`src/rtl/cic_decim_serial.sv`:
```
// CIC decimator for 1-bit delta-sigma streams: run-time ratio, gain-normalised output,
// parallel word plus valid/ready MSB-first byte stream.
module cic_decim_serial #(
  parameter  int ORDER         = 3,
  parameter  int RATE_LOG2_MAX = 6,
  localparam int BW            = ORDER * RATE_LOG2_MAX + 1,
  localparam int DW            = $clog2(RATE_LOG2_MAX + 1),
  localparam int NBYTES        = (BW + 7) / 8
) (
  input  logic          clk,
  input  logic          rst,
  input  logic          in_valid,
  input  logic          in_bit,
  input  logic [DW-1:0] dec_log2,
  input  logic          ovr_clr,
  output logic [BW-1:0] out_data,
  output logic          out_valid,
  output logic          settling,
  output logic [7:0]    byte_data,
  output logic          byte_valid,
  input  logic          byte_ready,
  output logic          byte_last,
  output logic          overrun
);

  localparam int WW  = NBYTES * 8;
  localparam int IW  = (NBYTES > 1) ? $clog2(NBYTES) : 1;
  localparam int SCW = $clog2(ORDER + 1);
  localparam int CW  = RATE_LOG2_MAX;

  localparam logic [DW-1:0]  RATE_MAX    = DW'(RATE_LOG2_MAX);
  localparam logic [SCW-1:0] SETTLE_INIT = SCW'(ORDER);
  localparam logic [IW-1:0]  IDX_LAST    = IW'(NBYTES - 1);
  localparam logic [0:0]     ST_IDLE     = 1'b0;
  localparam logic [0:0]     ST_SEND     = 1'b1;

  // Left shift that restores full scale 2^(ORDER*RATE_LOG2_MAX) at lower ratios.
  function automatic int shift_amt(input logic [DW-1:0] r);
    return ORDER * (RATE_LOG2_MAX - int'(r));
  endfunction

  logic [BW-1:0]  integ_q [ORDER];
  logic [BW-1:0]  integ_d [ORDER];
  logic [BW-1:0]  dly_q   [ORDER];
  logic [BW-1:0]  dly_d   [ORDER];
  logic [BW-1:0]  comb_s  [ORDER+1];
  logic [CW-1:0]  cnt_q, cnt_d;
  logic [CW:0]    cnt_lim_s;
  logic           tick_q, tick_d;
  logic [DW-1:0]  rate_q, rate_d, rate_req_s;
  logic           rate_chg_s;
  logic [SCW-1:0] settle_q, settle_d;
  logic [BW-1:0]  out_data_q, out_data_d;
  logic           out_valid_q, out_valid_d;
  logic           settling_q, settling_d;

  logic [0:0]     state_q, state_d;
  logic [WW-1:0]  sh_q, sh_d;
  logic [IW-1:0]  idx_q, idx_d;
  logic           last_q, last_d;
  logic           overrun_q, overrun_d;
  logic           hs_s, load_s, drop_s;

  // Integrators, decimation counter, comb differencers, settling and rate control.
  always_comb begin
    rate_req_s = ((dec_log2 == {DW{1'b0}}) || (dec_log2 > RATE_MAX)) ? RATE_MAX : dec_log2;
    rate_chg_s = tick_q && (rate_req_s != rate_q);
    cnt_lim_s  = ({{CW{1'b0}}, 1'b1} << rate_q) - {{CW{1'b0}}, 1'b1};
    comb_s[0]  = integ_q[ORDER-1];
    for (int k = 0; k < ORDER; k++) begin
      comb_s[k+1] = comb_s[k] - dly_q[k];
    end
    integ_d     = integ_q;
    dly_d       = dly_q;
    cnt_d       = cnt_q;
    tick_d      = 1'b0;
    rate_d      = rate_q;
    settle_d    = settle_q;
    out_data_d  = out_data_q;
    out_valid_d = 1'b0;
    if (rate_chg_s) begin
      // New ratio: restart the filter from zero state and suppress until it settles.
      rate_d   = rate_req_s;
      settle_d = SETTLE_INIT;
      cnt_d    = {CW{1'b0}};
      for (int k = 0; k < ORDER; k++) begin
        integ_d[k] = {BW{1'b0}};
        dly_d[k]   = {BW{1'b0}};
      end
    end else begin
      if (in_valid) begin
        integ_d[0] = integ_q[0] + {{(BW-1){1'b0}}, in_bit};
        for (int k = 1; k < ORDER; k++) begin
          integ_d[k] = integ_q[k] + integ_d[k-1];
        end
        if (cnt_q == cnt_lim_s[CW-1:0]) begin
          cnt_d  = {CW{1'b0}};
          tick_d = 1'b1;
        end else begin
          cnt_d = cnt_q + 1'b1;
        end
      end else begin
        cnt_d = cnt_q;
      end
      if (tick_q) begin
        for (int k = 0; k < ORDER; k++) begin
          dly_d[k] = comb_s[k];
        end
        if (settle_q != {SCW{1'b0}}) begin
          settle_d = settle_q - 1'b1;
        end else begin
          out_valid_d = 1'b1;
          out_data_d  = comb_s[ORDER] << shift_amt(rate_q);
        end
      end else begin
        settle_d = settle_q;
      end
    end
    settling_d = (settle_d != {SCW{1'b0}});
  end

  // Byte serializer: a word landing on the last-byte handshake is loaded, otherwise dropped.
  always_comb begin
    hs_s    = (state_q == ST_SEND) && byte_ready;
    load_s  = out_valid_q && ((state_q == ST_IDLE) || (hs_s && last_q));
    drop_s  = out_valid_q && !load_s;
    state_d = state_q;
    sh_d    = sh_q;
    idx_d   = idx_q;
    last_d  = last_q;
    if (load_s) begin
      state_d         = ST_SEND;
      sh_d            = {WW{1'b0}};
      sh_d[BW-1:0]    = out_data_q;
      idx_d           = {IW{1'b0}};
      last_d          = (IDX_LAST == {IW{1'b0}});
    end else if (hs_s) begin
      if (last_q) begin
        state_d = ST_IDLE;
        last_d  = 1'b0;
      end else begin
        sh_d   = sh_q << 4'd8;
        idx_d  = idx_q + 1'b1;
        last_d = ((idx_q + 1'b1) == IDX_LAST);
      end
    end else begin
      state_d = state_q;
    end
    if (drop_s) begin
      overrun_d = 1'b1;
    end else if (ovr_clr) begin
      overrun_d = 1'b0;
    end else begin
      overrun_d = overrun_q;
    end
  end

  // State registers with synchronous reset.
  always_ff @(posedge clk) begin
    if (rst) begin
      for (int k = 0; k < ORDER; k++) begin
        integ_q[k] <= {BW{1'b0}};
        dly_q[k]   <= {BW{1'b0}};
      end
      cnt_q       <= {CW{1'b0}};
      tick_q      <= 1'b0;
      rate_q      <= RATE_MAX;
      settle_q    <= SETTLE_INIT;
      settling_q  <= 1'b1;
      out_data_q  <= {BW{1'b0}};
      out_valid_q <= 1'b0;
      state_q     <= ST_IDLE;
      sh_q        <= {WW{1'b0}};
      idx_q       <= {IW{1'b0}};
      last_q      <= 1'b0;
      overrun_q   <= 1'b0;
    end else begin
      integ_q     <= integ_d;
      dly_q       <= dly_d;
      cnt_q       <= cnt_d;
      tick_q      <= tick_d;
      rate_q      <= rate_d;
      settle_q    <= settle_d;
      settling_q  <= settling_d;
      out_data_q  <= out_data_d;
      out_valid_q <= out_valid_d;
      state_q     <= state_d;
      sh_q        <= sh_d;
      idx_q       <= idx_d;
      last_q      <= last_d;
      overrun_q   <= overrun_d;
    end
  end

  assign out_data   = out_data_q;
  assign out_valid  = out_valid_q;
  assign settling   = settling_q;
  assign byte_data  = sh_q[WW-1 -: 8];
  assign byte_valid = (state_q == ST_SEND);
  assign byte_last  = last_q;
  assign overrun    = overrun_q;

endmodule

```
`config.mk`:
```
export PLATFORM = sky130hd
export DESIGN_NAME = cic_decim_serial
export DESIGN_NICKNAME = d
export VERILOG_FILES = /design/src/rtl/cic_decim_serial.sv
export SDC_FILE = /design/constraint.sdc
export NUM_CORES = 1
export LEC_CHECK = 0
export ABC_AREA = 1
export CORE_MARGIN = 2
export CORE_UTILIZATION = 55
export CTS_BUF_LIST = sky130_fd_sc_hd__clkbuf_4
export DETAILED_ROUTE_END_ITERATION = 8
export DONT_BUFFER_PORTS = 1
export HOLD_SLACK_MARGIN = 0.12
export MAX_ROUTING_LAYER = met4
export PLACE_DENSITY = 0.7
export SLEW_MARGIN = 20
export SYNTH_ARGS = -nofsm -noshare
export SYNTH_HDL_FRONTEND = slang
export SYNTH_SLANG_ARGS = --single-unit
```
`constraint.sdc`:
```
create_clock -name clk -period 5.99 [get_ports clk]
set_clock_uncertainty 0.1 [all_clocks]
set_input_delay 0.2995 -clock clk [delete_from_list [all_inputs] [get_ports clk]]
set_output_delay 0.2995 -clock clk [all_outputs]
set_load 0.1 [all_outputs]
```
==> impl_metrics.json, run 1 <==
{
  "wl_per_cell_um": 14.63,
  "cts_buffer_depth": 2,
  "dp.cells": 2016,
  "drv_cap": 0,
  "crit_buf_inv": 4,
  "area_delta_synth_final_pct": 5.391,
  "gp_congestion": 0.9321,
  "drt-initial-drc-count": 848,
  "r2r-start": "comb_s[57]$_SDFFE_PP0P_",
  "hold_path_end": "overrun$_SDFFE_PP0P_",
  "grt_setup_unrepaired": "false",
  "cts.clk_slew.worst_paths_ps": 200,
  "ios": 41,
  "timing.hold.ws_ps": 262.0,
  "grt_pass1_wl_um": 51300,
  "startpoint_type": "register",
  "r2r.worst_path.cells": 31,
  "cts-root-buf": "clkbuf_4",
  "dr_total_vias": 11530,
  "post-cts-setup-buffer-count": 0,
  "yosysSeqAreaShare_pct": 28.64,
  "synth_top_family_by_area": "simple AND/OR/NAND/NOR gates",
  "setup_viol": 0,
  "async_reset_ff_share_pct": 0,
  "fin_cells": 2064,
  "r2r_setup_slack_ps": 590,
  "dpl.hpwl_um": 22360,
  "worstHoldStart": "ovr_clr",
  "synthFlopType": "dfxtp_1",
  "core_um2": 21890,
  "synth.distinct_cells": 46,
  "slew_viol_final": 0,
  "first_global_vias": 10730,
  "worst_pin_slew_ps": 1090,
  "critPathMaxStageDelay_ps": 440,
  "grt_start_max_net_pins": 99,
  "crit_arrival_ps": 5870,
  "syn_avg_cell_area_um2": 6.845,
  "synth_edf_count": 0,
  "worstHoldPathCells": 4,
  "final_common_cell": "nand2_1",
  "synth_compound_area_share_pct": 19.83,
  "synth_xor_area_share_pct": 6.683,
  "cpMaxStageDelayCell": "fa_1",
  "drtAntennaViolNets": 0,
  "final_cell_mix": "nand2_1, inv_1, a21oi_1, dfxtp_1, nor2_1",
  "synth_nets": 1916,
  "drc": 0,
  "fmax_mhz": 185.2,
  "clock_latency_ps": 620,
  "fp.dieW_um": 153.6,
  "row_count": 54,
  "ys_ff_latch": 176,
  "period_share_pct": 90.13,
  "p_leak_nw": 5.727,
  "antenna_found_initial": 1,
  "period_minus_slack_ps": 5399,
  "cpMostUsedCell": "nand2_1",
  "fp.dieArea_um2": 23580,
  "numClockSinks": 176,
  "crit_type": "register to register",
  "end_kind": "register",
  "io_buffers": 0,
  "start_util_pct": 56.19,
  "synth-simple-area-share_pct": 24.19,
  "layout-drive-gt1-share_pct": 4.319,
  "grt.overflow.total": 0,
  "status": "finished, final reports clean",
  "yosysWarnings": 0,
  "slew_headroom_pct": 27.24,
  "synth.cell_area_um2": 12300,
  "path_max_fanout": 5,
  "grt_usage_pct": 26.68,
  "synth_mux_area_share_pct": 0.08138,
  "critPathTopFamily": "compound AO/OA/AOI/OAI gates",
  "r2r-end": "out_data[14]$_SDFFE_PP0P_",
  "report.power.total_w": 0.005785,
  "fillers": 2119,
  "hold_viol_final": 0,
  "tritoncts": "done",
  "cts_buffers": 17,
  "vias_per_cell": 5.585,
  "die_h_um": 153.6,
  "powerDensity_nw_per_um2": 446.2,
  "max-vdd-ir-drop_mv": 0.2607,
  "required_ps": 6460,
  "h-tree-depth": 4,
  "syn_inst": 1797,
  "dr.pass1.iters": 5,
  "synthAdderAreaFrac_pct": 11.62,
  "min_path_type": "primary input to register",
  "wirelength_um": 30190,
  "nets": 1889,
  "setup_tns_ps": 0
}
## timing repair
action / in CTS / in global routing
setup endpoints to repair: 0 / 3
hold buffers: 15 / 0
gates resized for setup: 0 / 7
endpoints found under the hold margin: 108 / 0
## registers in the layout, summed over array words and instances, names as in the netlist
signal,cells
rate_q,3
settling,1
sh_q,24
byte_last,1
comb_s,19
idx_q,2
integ_q,38
dly_q,57
overrun,1
settle_q,2
byte_valid,1
out_data,19
tick_q,1
out_valid,1
cnt_q,6
## synthesized netlist by cell type (2+ instances only)
master / n / area (µm²)
a211oi_1: 63 / 473.0
or2_2: 3 / 18.77
nand3_2: 3 / 30.03
nand3b_1: 3 / 22.52
nand3_1: 91 / 455.4
buf_2: 2 / 10.01
o21ai_1: 33 / 165.2
clkbuf_1: 53 / 198.9
or2_1: 2 / 12.51
o21bai_1: 5 / 37.54
nor2_4: 3 / 33.78
nor2_1: 174 / 653.1
nand4_1: 17 / 106.4
o211ai_1: 20 / 150.1
xor2_1: 67 / 586.8
a21oi_1: 180 / 900.9
buf_1: 5 / 18.77
o31ai_1: 7 / 52.55
dfxtp_1: 176 / 3523
o21ai_0: 85 / 425.4
inv_2: 9 / 33.78
a21boi_1: 2 / 15.01
a21o_1: 2 / 15.01
a31o_2: 2 / 17.52
ha_1: 103 / 1289
nor3b_1: 3 / 22.52
nand2_1: 389 / 1460
nor4_1: 3 / 18.77
a31oi_1: 23 / 143.9
fa_1: 7 / 140.1
xnor2_1: 25 / 219.0
inv_1: 198 / 743.2
buf_4: 9 / 67.56
nor3_1: 18 / 90.09
## report_power, final
part / switching [W] / internal [W] / total, W
Sequential: 0.0000371 / 0.00121 / 0.00125
Clock: 0.000552 / 0.000215 / 0.000767
Combinational: 0.00248 / 0.00129 / 0.00377
## kinds of logic (layout without fill, tap and decap cells)
family,Yosys count,count (layout)
flip-flops,176,176
AO/OA/AOI/OAI,425,425
other,0,1
adder cells (fa/ha/maj),110,110
AND/OR/NAND/NOR,713,713
multiplexers,1,1
XOR/XNOR,93,93
buffers and inverters,279,265
## worst max-delay path by stage
stage | start | endpoint | slack [ps] | cells after the start
final | comb_s[57]$_SDFFE_PP0P_ | out_data[14]$_SDFFE_PP0P_ | 590 | 31
after global placement | comb_s[57]$_SDFFE_PP0P_ | out_data[18]$_SDFFE_PP0P_ | 630 | 32
after global routing | comb_s[57]$_SDFFE_PP0P_ | out_data[18]$_SDFFE_PP0P_ | 40 | 35
after CTS | comb_s[57]$_SDFFE_PP0P_ | out_data[18]$_SDFFE_PP0P_ | 430 | 32
after floorplan | comb_s[57]$_SDFFE_PP0P_ | out_data[18]$_SDFFE_PP0P_ | 1130 | 32
after detailed placement | comb_s[57]$_SDFFE_PP0P_ | out_data[18]$_SDFFE_PP0P_ | 490 | 32
## worst reg2reg max path, delay by kind of cell, from the launching register on
kind | cells | cell delay (ps)
AO/OA/AOI/OAI | 10 | 1560
adder cells (fa/ha/maj) | 4 | 1350
AND/OR/NAND/NOR | 10 | 1140
XOR/XNOR | 3 | 530
flip-flops | 1 | 350
buffers and inverters | 4 | 340
## layer usage
layer,wire length (µm),vias up,share of wire [%],track usage [%]
li1,-,5941,-,-
met3,1618,47,5.4,3.861
met5,0,-,0,-
met1,14490,5279,48,36.03
met4,605,0,2.0,7.514
met2,13470,261,45,41.88
## per-stage QoR
| step | area (µm²) | util (%) | setup WS (ps) |
|---|---|---|---|
| floorplan | 12300 | - | 1127 |
| global placement | 12410 | 56.68 | 633.2 |
| detailed placement | 12410 | 56.68 | 490.1 |
| CTS | 12930 | 59.06 | 427.3 |
| global route | 12960 | 59.22 | 36.63 |
| finish | 12960 | 59.22 | 590.9 |
## cell type report
type / count / area, µm² / area share, %
diodes: 1 / 2.502 / 0.01930
clock buffers: 17 / 127.6 / 0.9845
clock inverters: 15 / 216.5 / 1.670
inverters: 208 / 782.0 / 6.032
multi-input cells: 1342 / 7709 / 59.46
flip-flops and latches: 176 / 3523 / 27.18
well taps: 280 / 350.3 / 2.702
repair buffers: 25 / 252.7 / 1.950
Power figures use the tool's default switching activity.
==> run 2: changes to the inputs <==
--- a/config.mk
+++ b/config.mk
@@ -6,14 +6,16 @@
 export NUM_CORES = 1
 export LEC_CHECK = 0
 export ABC_AREA = 1
+export CELL_PAD_IN_SITES_DETAIL_PLACEMENT = 2
+export CELL_PAD_IN_SITES_GLOBAL_PLACEMENT = 2
 export CORE_MARGIN = 2
-export CORE_UTILIZATION = 55
+export CORE_UTILIZATION = 38
 export CTS_BUF_LIST = sky130_fd_sc_hd__clkbuf_4
 export DETAILED_ROUTE_END_ITERATION = 8
 export DONT_BUFFER_PORTS = 1
 export HOLD_SLACK_MARGIN = 0.12
 export MAX_ROUTING_LAYER = met4
-export PLACE_DENSITY = 0.7
+export PLACE_DENSITY_LB_ADDON = 0.1
 export SLEW_MARGIN = 20
 export SYNTH_ARGS = -nofsm -noshare
 export SYNTH_HDL_FRONTEND = slang
==> run 2 against run 1 <==
Net effect: hold slack improved by 10 ps; first-iteration DRC count is 45% lower; combinational power rose by 8.5%; register-to-register slack worse by 210 ps; wire length rose by 35%; die area grew 43%; critical path type unchanged.
==> impl_metrics.json, run 2 (synthesis gave the netlist of run 1 again) <==
{
  "fin_cells": 2188,
  "crit_type": "register to register",
  "period_minus_slack_ps": 5609,
  "final_cell_mix": "nand2_1, inv_1, a21oi_1, dfxtp_1, nor2_1",
  "r2r-end": "out_data[18]$_SDFFE_PP0P_",
  "grt_pass1_wl_um": 66920,
  "first_global_vias": 12960,
  "area_delta_synth_final_pct": 7.019,
  "dr.pass1.iters": 6,
  "fp.dieArea_um2": 33820,
  "clkPwrFrac_pct": 13.1,
  "fp.dieW_um": 183.9,
  "slew_headroom_pct": 26.63,
  "cts_buffer_depth": 2,
  "numClockSinks": 176,
  "drtAntennaViolNets": 0,
  "fmax_mhz": 178.3,
  "clock_latency_ps": 660,
  "worstHoldStart": "ovr_clr",
  "gp_congestion": 0.8444,
  "start_util_pct": 38.78,
  "switching_share_pct": 53.16,
  "layout-drive-gt1-share_pct": 5.154,
  "core_um2": 31720,
  "largest_reg_flops": 57,
  "report.power.total_w": 0.006153,
  "h-tree-depth": 4,
  "largest_register": "dly_q",
  "drt-initial-drc-count": 467,
  "power_frac_seq_pct": 20.3,
  "wl_per_cell_um": 18.58,
  "tritoncts": "done",
  "hold_path_end": "overrun$_SDFFE_PP0P_",
  "wirelength_um": 40650,
  "p_leak_nw": 5.737,
  "p_int_w": 0.002882,
  "pwr-share-comb_pct": 66.5,
  "biggestRegsByFlops": "dly_q: 57 flops, integ_q: 38 flops, sh_q: 24 flops",
  "cts.clk_slew.worst_paths_ps": 160,
  "setup_tns_ps": 0,
  "end_kind": "register",
  "drv_cap": 0,
  "cts_buffers": 17,
  "dp.cells": 2139,
  "dr_total_vias": 11950,
  "r2r_setup_slack_ps": 380,
  "cpMostUsedCell": "nand2_1",
  "r2r.worst_path.cells": 35,
  "path_max_fanout": 5,
  "p_sw_w": 0.003271,
  "critPathMaxStageDelay_ps": 410,
  "die_h_um": 183.9,
  "worst_pin_slew_ps": 1101,
  "grt.overflow.total": 0,
  "max-vdd-ir-drop_mv": 0.1856,
  "min_path_type": "primary input to register",
  "nets": 1893,
  "r2r-start": "comb_s[57]$_SDFFE_PP0P_",
  "setup_viol": 0,
  "period_share_pct": 93.65,
  "status": "finished, final reports clean",
  "final_common_cell": "nand2_1",
  "row_count": 65,
  "cts-root-buf": "clkbuf_4",
  "grt_start_max_net_pins": 99,
  "vias_per_cell": 5.461,
  "io_buffers": 0,
  "drc": 0,
  "dpl.hpwl_um": 30200,
  "slew_viol_final": 0,
  "hold_viol_final": 0,
  "worstHoldPathCells": 4,
  "required_ps": 6460,
  "fin_util_pct": 41.50,
  "startpoint_type": "register",
  "ios": 41,
  "cpMaxStageDelayCell": "ha_2",
  "grt_usage_pct": 25.33,
  "powerDensity_nw_per_um2": 467.4,
  "antenna_found_initial": 1,
  "crit_arrival_ps": 6080
}
-- run 2: changes by cell type in the layout (fill, tap and decap cells not counted), sizes merged --
cell	delta
clkinvlp	+3
inv	-4
buf	+6
clkinv	-5
dlygate4sd3	-2
bufinv	+4
-- run 2: area by class of cell --
type	count	area [µm²]
fill	3855	18550
antenna	1	2.502
sequential	176	3523
timing repair buffer	29	277.8
inverter	208	782.0
clock buffer	17	127.6
clock inverter	13	186.4
tap	402	503.0
multi-input combinational	1342	7761
-- run 2: how the worst max path moves through the flow --
stage | cells past startpoint | slack, ps | endpoint | startpoint
5_1_grt | 35 | -110 | out_data[18]$_SDFFE_PP0P_ | comb_s[57]$_SDFFE_PP0P_
3_3_place_gp | 32 | 450 | out_data[18]$_SDFFE_PP0P_ | comb_s[57]$_SDFFE_PP0P_
4_1_cts | 35 | 100 | out_data[18]$_SDFFE_PP0P_ | dly_q[40]$_SDFFE_PP0P_
6_report | 35 | 380 | out_data[18]$_SDFFE_PP0P_ | comb_s[57]$_SDFFE_PP0P_
2_1_floorplan | 32 | 1130 | out_data[18]$_SDFFE_PP0P_ | comb_s[57]$_SDFFE_PP0P_
3_5_place_dp | 35 | 130 | out_data[18]$_SDFFE_PP0P_ | dly_q[40]$_SDFFE_PP0P_
-- run 2: power by group through the flow --
stage	combinational, W	clock, W	sequential [W]
floorplan	0.00279	0	0.00126
global placement	0.00382	0	0.00127
detailed placement	0.00392	0	0.00128
CTS	0.00397	0.000836	0.00125
global route	0.00461	0.000881	0.00126
finish	0.00409	0.000808	0.00125
-- run 2: routing by layer --
layer,share of wire (%),routed length [µm],global-route usage [%],up-vias
met1,47,18930,30.59,5871
met3,2.4,972,4.021,39
li1,-,-,-,5934
met5,0,0,-,-
met2,50,20130,43.97,104
met4,1.5,616,6.400,0
-- run 2: repair_timing --
item,4_1_cts,5_1_grt
setup endpoints to repair,0,7
hold buffers,13,0
setup buffers,0,5
resized for setup,0,21
hold endpoints to repair,117,0
-- run 2: critical path: cells and delay by family, from the launching register on --
| family | cells | cell delay, ps |
|---|---|---|
| flops | 1 | 340 |
| xor+xnor | 2 | 360 |
| simple gates | 11 | 1100 |
| compound gates | 12 | 1770 |
| buf+inv | 6 | 510 |
| fa+ha+maj | 4 | 1370 |
-- run 2: metrics by stage --
| stage | hold slack [ps] | area [µm²] | worst slack, ps |
|---|---|---|---|
| floorplan | 340.3 | 12300 | 1127 |
| global placement | 279.9 | 12570 | 446.2 |
| detailed placement | 281.6 | 12570 | 131.3 |
| CTS | 190.4 | 13050 | 101.3 |
| global route | 228.7 | 13160 | -113.0 |
| finish | 272.1 | 13160 | 380.5 |
